<file path="config.mk">
export PLATFORM = sky130hd
export DESIGN_NAME = multdiv_seq
export DESIGN_NICKNAME = d
export VERILOG_FILES = /design/src/rtl/multdiv_seq.sv
export SDC_FILE = /design/constraint.sdc
export NUM_CORES = 1
export LEC_CHECK = 0
export ABC_AREA = 0
export BUFFER_PORTS_ARGS = -buffer_cell sky130_fd_sc_hd__buf_2
export CAP_MARGIN = 20
export CORE_MARGIN = 2
export CORE_UTILIZATION = 50
export CTS_CLUSTER_DIAMETER = 100
export DETAILED_ROUTE_END_ITERATION = 8
export PLACE_DENSITY_LB_ADDON = 0.12
export SYNTH_ARGS = -nofsm -noshare
export SYNTH_HDL_FRONTEND = slang
export SYNTH_SLANG_ARGS = --single-unit
</file>
<file path="constraint.sdc">
create_clock -name clock -period 3.65 [get_ports clock]
set_input_delay 0.1825 -clock clock [delete_from_list [all_inputs] [get_ports clock]]
set_output_delay 0.1825 -clock clock [all_outputs]
set_load 0.02 [all_outputs]
</file>
<file path="src/rtl/multdiv_seq.sv">
// Sequential 32-bit signed multiply (shift-add) / divide (restoring) unit, one bit per cycle.
// Optional macro DIV_EN compiles the divider; without it a divide returns result 0 with exception.
module multdiv_seq (
    input  logic        clock,
    input  logic        reset_n,
    input  logic        ctrl_MULT,
    input  logic        ctrl_DIV,
    input  logic [31:0] data_operandA,
    input  logic [31:0] data_operandB,
    output logic [31:0] data_result,
    output logic        data_exception,
    output logic        data_resultRDY,
    output logic        busy,
    output logic [1:0]  state_dbg
);

    localparam logic [1:0] IDLE = 2'd0;
    localparam logic [1:0] RUN  = 2'd1;
    localparam logic [1:0] FIX  = 2'd2;
    localparam logic [1:0] DONE = 2'd3;

    logic [1:0]  state;
    logic [5:0]  count;
    logic [63:0] acc;
    logic [31:0] a_reg;     // multiplicand, or dividend shifting into quotient
    logic [31:0] b_reg;     // multiplier shifting out, or divisor
    logic        sign;
    logic        op_div;
    logic        fix_step;

    logic        start;
    logic [31:0] a_mag;
    logic [31:0] b_mag;
    logic [32:0] mul_sum;

    assign start   = ((state == IDLE) || (state == DONE)) && (ctrl_MULT || ctrl_DIV);
    assign a_mag   = data_operandA[31] ? (~data_operandA + 32'd1) : data_operandA;
    assign b_mag   = data_operandB[31] ? (~data_operandB + 32'd1) : data_operandB;
    assign mul_sum = {1'b0, acc[63:32]} + (b_reg[0] ? {1'b0, a_reg} : 33'd0);

`ifdef DIV_EN
    // Remainder stays below the divisor (at most 2^31), so 32 bits hold it between steps.
    logic [31:0] rem;
    logic [32:0] rem_sh;
    logic [33:0] trial;
    logic        q_bit;

    assign rem_sh = {rem, a_reg[31]};
    assign trial  = {1'b0, rem_sh} - {2'b00, b_reg};
    assign q_bit  = ~trial[33];
`endif

    assign data_resultRDY = (state == DONE);
    assign busy           = (state == RUN) || (state == FIX);
    assign state_dbg      = state;

    always_ff @(posedge clock or negedge reset_n) begin
        if (!reset_n) begin
            state          <= IDLE;
            count          <= 6'd0;
            acc            <= 64'd0;
            a_reg          <= 32'd0;
            b_reg          <= 32'd0;
            sign           <= 1'b0;
            op_div         <= 1'b0;
            fix_step       <= 1'b0;
            data_result    <= 32'd0;
            data_exception <= 1'b0;
`ifdef DIV_EN
            rem            <= 32'd0;
`endif
        end else begin
            case (state)
                IDLE, DONE: begin
                    if (start) begin
                        a_reg    <= a_mag;
                        b_reg    <= b_mag;
                        sign     <= data_operandA[31] ^ data_operandB[31];
                        op_div   <= !ctrl_MULT;
                        count    <= 6'd0;
                        acc      <= 64'd0;
                        fix_step <= 1'b0;
`ifdef DIV_EN
                        rem      <= 32'd0;
                        state    <= RUN;
`else
                        state    <= ctrl_MULT ? RUN : FIX;
`endif
                    end else begin
                        state <= IDLE;
                    end
                end
                RUN: begin
                    if (!op_div) begin
                        acc   <= {mul_sum, acc[31:1]};
                        b_reg <= b_reg >> 1;
                    end
`ifdef DIV_EN
                    else begin
                        rem   <= q_bit ? trial[31:0] : rem_sh[31:0];
                        a_reg <= {a_reg[30:0], q_bit};
                    end
`endif
                    count <= count + 6'd1;
                    if (count == 6'd31) state <= FIX;
                end
                FIX: begin
                    // First FIX cycle applies the sign, second one resolves result and exception.
                    if (!fix_step) begin
                        fix_step <= 1'b1;
                        if (sign) begin
                            if (op_div) a_reg <= ~a_reg + 32'd1;
                            else        acc   <= ~acc + 64'd1;
                        end
                    end else begin
                        state <= DONE;
                        if (!op_div) begin
                            data_result    <= acc[31:0];
                            data_exception <= (acc[63:32] != {32{acc[31]}});
                        end else begin
`ifdef DIV_EN
                            if (b_reg == 32'd0) begin
                                data_result    <= 32'd0;
                                data_exception <= 1'b1;
                            end else begin
                                // A positive 2^31 quotient only arises from 0x80000000 / -1.
                                data_result    <= a_reg;
                                data_exception <= (a_reg == 32'h8000_0000) && !sign;
                            end
`else
                            data_result    <= 32'd0;
                            data_exception <= 1'b1;
`endif
                        end
                    end
                end
                default: state <= IDLE;
            endcase
        end
    end

endmodule

</file>
# After elaboration in Yosys (flattened, before gate mapping)
# Cells that the tools add are included.
[classes]
n_addsub = 6
mux = 28
n_eq_ne = 13
n_reduce_logical = 17
bitwise = 5
[op_table]
columns = ["cell", "n"]
rows = [
  ["32-bit 2-to-1 mux", 10],
  ["64-bit 2-to-1 mux", 5],
  ["64-bit case mux with 3 select lines", 1],
  ["32-bit case mux with 2 select lines", 2],
  ["32-bit by 1-bit adder with 32-bit output (second input constant)", 3],
  ["32-bit NOT", 3],
  ["64-bit by 1-bit adder with 64-bit output (second input constant)", 1],
  ["64-bit NOT", 1],
  ["32-bit by 32-bit adder with 33-bit output", 1],
  ["32-bit != test", 1],
  ["2-bit != test (second input constant)", 7],
  ["6-bit case mux with 2 select lines", 1],
  ["2-bit AND reduction", 5],
  ["5-bit AND reduction", 2],
  ["2-bit 2-to-1 mux", 4],
  ["6-bit by 1-bit adder with 6-bit output (second input constant)", 1],
  ["6-bit by 5-bit equality test with 1-bit output (second input constant)", 1],
  ["6-bit 2-to-1 mux", 1],
  ["2-bit case mux with 3 select lines", 1],
  ["2-bit equality test (second input constant)", 2],
  ["2-bit nonzero test", 2],
  ["1-bit logical OR", 3],
  ["3-bit AND reduction", 1],
  ["2-bit by 1-bit equality test with 1-bit output (second input constant)", 1],
  ["8 further kinds", 9],
]
[word_totals]
inputBits = 68
out_inout_bits = 37
word_cells = 79
regBits = 172

# Depth between registers and ports, before layout
# Gate-level depths: netlist of run 1.
[depth]
word_depth = 6
mapped_depth = 13
depth_no_buf = 12

# Least setup slack after synthesis of run 1
# No wires, ideal clock.
[synth_timing]
kind = "register to register"
from = "register acc[36]"
to = "register acc[60]"
period_less_slack_ns = 3.093
path_slack_ns = 0.557
n_path_buf = 0
setup_ns = 0.142
stages_incl_launch_ff = 9
arrival_time_ns = 2.951
path_cell_list = "dfrtp_1 -> or4_4 -> or4_4 -> or4_4 -> nor3_4 -> or3b_1 -> nor3b_1 -> a221oi_2 -> o211ai_1"
[synth_via]
elab_chain_len = 6
[synth_lines]
columns = ["element", "line_no", "text"]
rows = [
  ["start: declaration", "24", "logic [63:0] acc;"],
  ["start signal: assignment", "95", "acc <= {mul_sum, acc[31:1]};"],
  ["start signal: assignment", "113", "else acc <= ~acc + 64'd1;"],
  ["64-bit NOT", "113", ""],
  ["64-bit by 1-bit adder with 64-bit output", "113", ""],
  ["64-bit 2-to-1 mux", "112", "if (op_div) a_reg <= ~a_reg + 32'd1;"],
  ["64-bit 2-to-1 mux", "111", "if (sign) begin"],
  ["64-bit 2-to-1 mux", "109", "if (!fix_step) begin"],
  ["64-bit case mux with 3 select lines (*)", "73", "case (state)"],
]
# Mark *: on every way between the ends. The rest lies on a longest branch, timed or not. The select of a mux whose other input is x is not followed.
# A chain may end at the register's enable or synchronous reset.

# Final worst setup path of run 1
[layout_timing]
from = "register a_reg[8]"
to = "register a_reg[27]"
[layout_via]
elab_chain_len = 6
[layout_lines]
columns = ["element", "line_no", "text"]
rows = [
  ["start: declaration", "25", "logic [31:0] a_reg;"],
  ["start signal: assignment", "76", "a_reg <= a_mag;"],
  ["start signal: assignment", "112", ""],
  ["32-bit NOT", "112", ""],
  ["32-bit by 1-bit adder with 32-bit output", "112", ""],
  ["32-bit 2-to-1 mux", "112", ""],
  ["32-bit 2-to-1 mux", "111", ""],
  ["32-bit 2-to-1 mux", "109", ""],
  ["32-bit case mux with 2 select lines", "73", ""],
]
# Every way passes these cells. The select of a mux whose other input is x is not followed.

==> results of run 1 <==
==> cell usage in the layout (no fill, tap or decap), types with 9 or more instances in the layout <==
cell	instances
nor3b_1	12
and2_1	35
o31ai_1	36
mux2i_1	15
o221ai_1	13
nor2_1	73
o211ai_1	15
nor4_1	23
ha_1	39
o22ai_1	28
a21oi_1	107
nor3_1	41
or2_2	9
a22oi_1	19
inv_1	29
xor2_1	40
a21o_1	16
nand4_1	19
o41ai_1	15
or3_1	30
a221o_1	10
xnor2_1	56
clkbuf_16	17
o21ai_0	199
nand2b_1	36
or4_1	22
buf_2	103
buf_4	27
nand2_1	168
dfrtp_1	172
nand3_1	36
==> worst paths after layout <==
kind                                  start               to  slack (ps)  cells past startpoint
max reg2reg                        a_reg[8]        a_reg[27]         400                      8
max                                a_reg[8]        a_reg[27]         400                      8
min in group asynchronous           reset_n  data_result[13]         210                      2
min                        data_operandA[0]         a_reg[0]          30                      3
max in group asynchronous           reset_n        a_reg[31]        2450                      3
min reg2reg                 data_result[28]  data_result[28]         470                      2
==> cell families (layout without fill, tap and decap cells) <==
family                   Yosys count  in the layout  synth area share
AO/OA/AOI/OAI                    512            512             0.258
AND/OR/NAND/NOR                  537            537             0.228
buffers and inverters            119            201            0.0372
multiplexers                      16             16            0.0132
XOR/XNOR                          96             96            0.0688
adder cells (fa/ha/maj)           42             42            0.0436
flip-flops                       172            172             0.352
==> power breakdown <==
part	switching (mW)	internal, mW	leakage (nW)
Sequential	0.867	2.70	2.19
Clock	0.897	0.954	0.292
Combinational	4.24	2.69	3.24
==> routing by layer <==
layer / vias up / GRT usage / wire length (µm)
met1: 5323 / 0.375 / 15800
met3: 24 / 0.0289 / 1330
met5: - / 0 / 0
met2: 266 / 0.385 / 14000
li1: 5685 / - / -
met4: 0 / 0.0680 / 409
==> area by class of cell <==
cell class                      count  area (µm²)  share of cell area
Clock buffer                       19         453              0.0329
Clock inverter                     13         148              0.0107
Inverter                           31         116             0.00846
Multi-Input combinational cell   1203        7480               0.544
Sequential cell                   172        4300               0.313
Tap cell                          324         405              0.0295
Timing Repair Buffer              138         850              0.0617
==> per-stage QoR <==
stage / hold slack (ps) / instance area, µm² / util
floorplan: -113 / 12200 / -
global placement: 140 / 13100 / 0.543
detailed placement: 135 / 13100 / 0.543
CTS: 6.48 / 13700 / 0.568
global route: 39.5 / 13800 / 0.569
finish: 35.0 / 13800 / 0.569
==> critical path: stages (launching register included) <==
cell      delay, ps
dfrtp_1         450
nor4_1          410
nand4_1         220
or3b_2          520
or2_2           370
or4_4           560
o311ai_0        380
o41ai_1         130
a21oi_1         150
==> repair_timing <==
item	CTS	global route
hold buffers	2	0
endpoints found under the hold margin	43	0
setup buffers	0	0
==> results.cfg, run 1 <==
[pwr]
power_mw = 12.4
p_leak_nw = 5.73
ir_drop_v = 0.000544
power_density_mw_per_mm2 = 898

[clock_network]
clk_pin_slew_ps = 80
cts.sinks = 172
htree_levels = 4
root_buffer = clkbuf_16
cts_max_path_buffers = 2
cts_resized = 0
tritoncts = yes
clk_latency_ps = 440
cts_buffers = 17

[floorplan]
die_area_mm2 = 0.0257
die_w_um = 160
num_io_pins = 105
die_h_um = 160
initial_utilization = 0.506
std_cell_rows = 57
core_area_mm2 = 0.0242

[timing]
slew_headroom = 0.536
tns_ps = 0
hold_viol = 0
fin_ws_ps = 404
slew_violations = 0
fmax_mhz = 308
period_share = 0.889
rsz0062_at_grt = false
setup-violations-final = 0
finalCriticalPeriod_ps = 3250
clock_skew_ps = 17.4
tightestPinTransition_ps = 694

[detailed_routing]
drt_iter0_drc = 930
num_vias = 11300
drcViolationCount = 0
antenna_left = 0
routed_via_density = 5.95
drtPass1Iterations = 5
wl_mm = 31.5
route.detailed.wl_per_inst_um = 16.6

[logic_synthesis]
async_reset_ff_frac = 1.00
synth.area.top_cells = dfrtp_1 (35%), o21ai_0 (8.1%), nand2_1 (5.2%), a21oi_1 (4.4%), ha_1 (4.2%)
syn_area_per_cell_um2 = 8.18
syn-num-nets = 1604
ys_seq_area_frac = 0.352
yosys.area.top_type = dfrtp_1
ys_warn_count = 0
ys_ff_latch = 172
synth_edf_count = 0
synth.most_common_cell = o21ai_0
netlist_area_mm2 = 0.0122
syn_inst = 1494
yosysUniqueCellTypes = 70
synthTopCellsByCount = o21ai_0 (199), dfrtp_1 (172), nand2_1 (169), a21oi_1 (107), clkbuf_1 (83)
synth_ff_type = dfrtp_1
yosysTopAreaCellShare = 0.352

[place]
numPlacedInstances = 1865
pre_cts_ws_ps = 425
place.gp.congestion = 0.893
post-dp-hpwl_mm = 22.5
port_buffers = 104

[layout]
layout-drive-gt1-share = 0.127
instances_no_fill = 1900
area_growth_pct = 12.5
n_antenna_cell = 0
largest_reg_flops = 64
nets = 1673
n_fill_cell = 2235
regMostFlops = acc

[global_route]
overflow = 0
grt_pass1_vias = 10500
antenna_found_initial = 0
track_usage = 0.251
grt_max_degree = 87
grt_pass1_wl_mm = 53.4

[setup_path]
start_kind = flip-flop
cp_data_arrival_time_ps = 3620
critical_path_class = reg -> reg
end_kind = flip-flop
required_ps = 4020
cp_max_fo = 8

[run_status]
status = completed

[flow_run]
maxCapViolations = 0

[worst_hold_path]
hp-class = in -> reg
Power figures use the tool's default switching activity.
==> inputs of run 2 (changes only) <==
- CELL_PAD_IN_SITES_DETAIL_PLACEMENT: unset -> 1
- CELL_PAD_IN_SITES_GLOBAL_PLACEMENT: unset -> 1
- CORE_UTILIZATION: 50 -> 46
==> results.cfg, run 2 (synthesis gave the netlist of run 1 again) <==
[setup_path]
cp_max_fo = 6
start_kind = flip-flop
end_kind = flip-flop
critical_path_class = reg -> reg
required_ps = 3970
rrSetupSlack_ps = 310
cp_data_arrival_time_ps = 3660

[pwr]
p_int_mw = 6.33
power_density_mw_per_mm2 = 918
power_mw = 12.7
switching_share = 0.500
pwr-share-comb = 0.564
ir_drop_v = 0.000466
power.share.clock = 0.150
power.switching_mw = 6.32
seqPwrFrac = 0.285
p_leak_nw = 5.74

[clock_network]
cts_resized = 0
cts_max_path_buffers = 2
cts.sinks = 172
clk_latency_ps = 460
postCtsSetupRepairBufs = 0
clk_pin_slew_ps = 80
htree_levels = 4
cts_buffers = 17
root_buffer = clkbuf_16
tritoncts = yes
ctsHoldBuffers = 2

[floorplan]
num_io_pins = 105
die_area_mm2 = 0.0279
core_area_mm2 = 0.0261
die_w_um = 167
std_cell_rows = 59
initial_utilization = 0.469
die_h_um = 167

[layout]
n_antenna_cell = 0
largest_reg_flops = 64
regMostFlops = acc
layout-drive-gt1-share = 0.128
final_cell_mix = o21ai_0 (199), dfrtp_1 (172), nand2_1 (168)
n_fill_cell = 3185
instances_no_fill = 1913
area_growth_pct = 12.7
layout_commonest_cell = o21ai_0
nets = 1675

[global_route]
grt_pass1_vias = 11900
grt_max_degree = 73
grt_pass1_wl_mm = 60.6
track_usage = 0.262
antenna_found_initial = 0
overflow = 0

[timing]
slew_headroom = 0.520
hold_viol = 0
tns_ps = 0
rsz0062_at_grt = false
fmax_mhz = 300
period_share = 0.914
clock_skew_ps = 17.0
tightestPinTransition_ps = 720
finalCriticalPeriod_ps = 3340
setup-violations-final = 0
slew_violations = 0

[detailed_routing]
antenna_left = 0
wl_mm = 36.2
num_vias = 11700
drtPass1Iterations = 5
routed_via_density = 6.12
route.detailed.wl_per_inst_um = 18.9
drt_iter0_drc = 678
drcViolationCount = 0

[place]
post-dp-hpwl_mm = 25.4
place.gp.congestion = 0.841
port_buffers = 104
numPlacedInstances = 1877

[worst_hold_path]
hp-class = in -> reg

[run_status]
status = completed

[flow_run]
maxCapViolations = 0
run 2: changes by cell type in the layout (fill, tap and decap cells not counted), moves of 2 or more:
| cell | before | now |
|---|---|---|
| clkinv_8 | 3 | 6 |
| inv_6 | 1 | 3 |
| clkinv_4 | 3 | 1 |
| clkbuf_8 | 2 | 0 |
| inv_8 | 5 | 3 |
| buf_4 | 27 | 29 |
run 2: metrics by stage:
stage	cell area (µm²)	setup WS, ps	hold slack [ps]	util
4_1_cts	13800	323	10.5	0.528
6_report	13800	312	22.2	0.529
3_5_place_dp	13100	310	255	0.504
2_1_floorplan	12200	557	-113	-
3_3_place_gp	13100	460	244	0.504
5_1_grt	13800	115	42.4	0.529
run 2: cell type report:
class / count / area [µm²] / area share
sequential: 172 / 4300 / 0.312
tap: 335 / 419 / 0.0304
clock buffer: 17 / 425 / 0.0309
inverter: 31 / 116 / 0.00844
timing repair buffer: 140 / 850 / 0.0616
multi-input combinational: 1203 / 7480 / 0.543
clock inverter: 15 / 188 / 0.0136
run 2: per-layer routing:
metal / track usage / share of wire
met3: 0.0361 / 0.033
met5: 0 / 0
met1: 0.365 / 0.48
met4: 0.0615 / 0.014
met2: 0.433 / 0.47
run 2: worst paths after layout:
kind,start,to,depth (start not counted)
worst min-delay path,data_operandA[0],a_reg[0],3
min in group asynchronous,reset_n,data_result[11],2
worst max register to register,acc[36],acc[63],8
worst max-delay path,acc[36],acc[63],8
max in group asynchronous,reset_n,acc[28],3
worst min register to register,data_result[21],data_result[21],2
run 2: power by group through the flow:
stage	Clock, mW	Combinational, mW	Sequential (mW)
2_1_floorplan	0	4.99	3.45
3_3_place_gp	0	6.80	3.58
3_5_place_dp	0	7.05	3.63
4_1_cts	1.93	7.11	3.60
5_1_grt	1.99	7.99	3.75
6_report	1.90	7.14	3.61
run 2: worst max-delay path: stages, from the launching register on:
cell      delay (ps)
dfrtp_1          460
or4_4            560
or4_4            460
or4_4            590
or3_1            470
nor4_4           270
a211oi_1         140
a21oi_1          150
o21ai_0          110
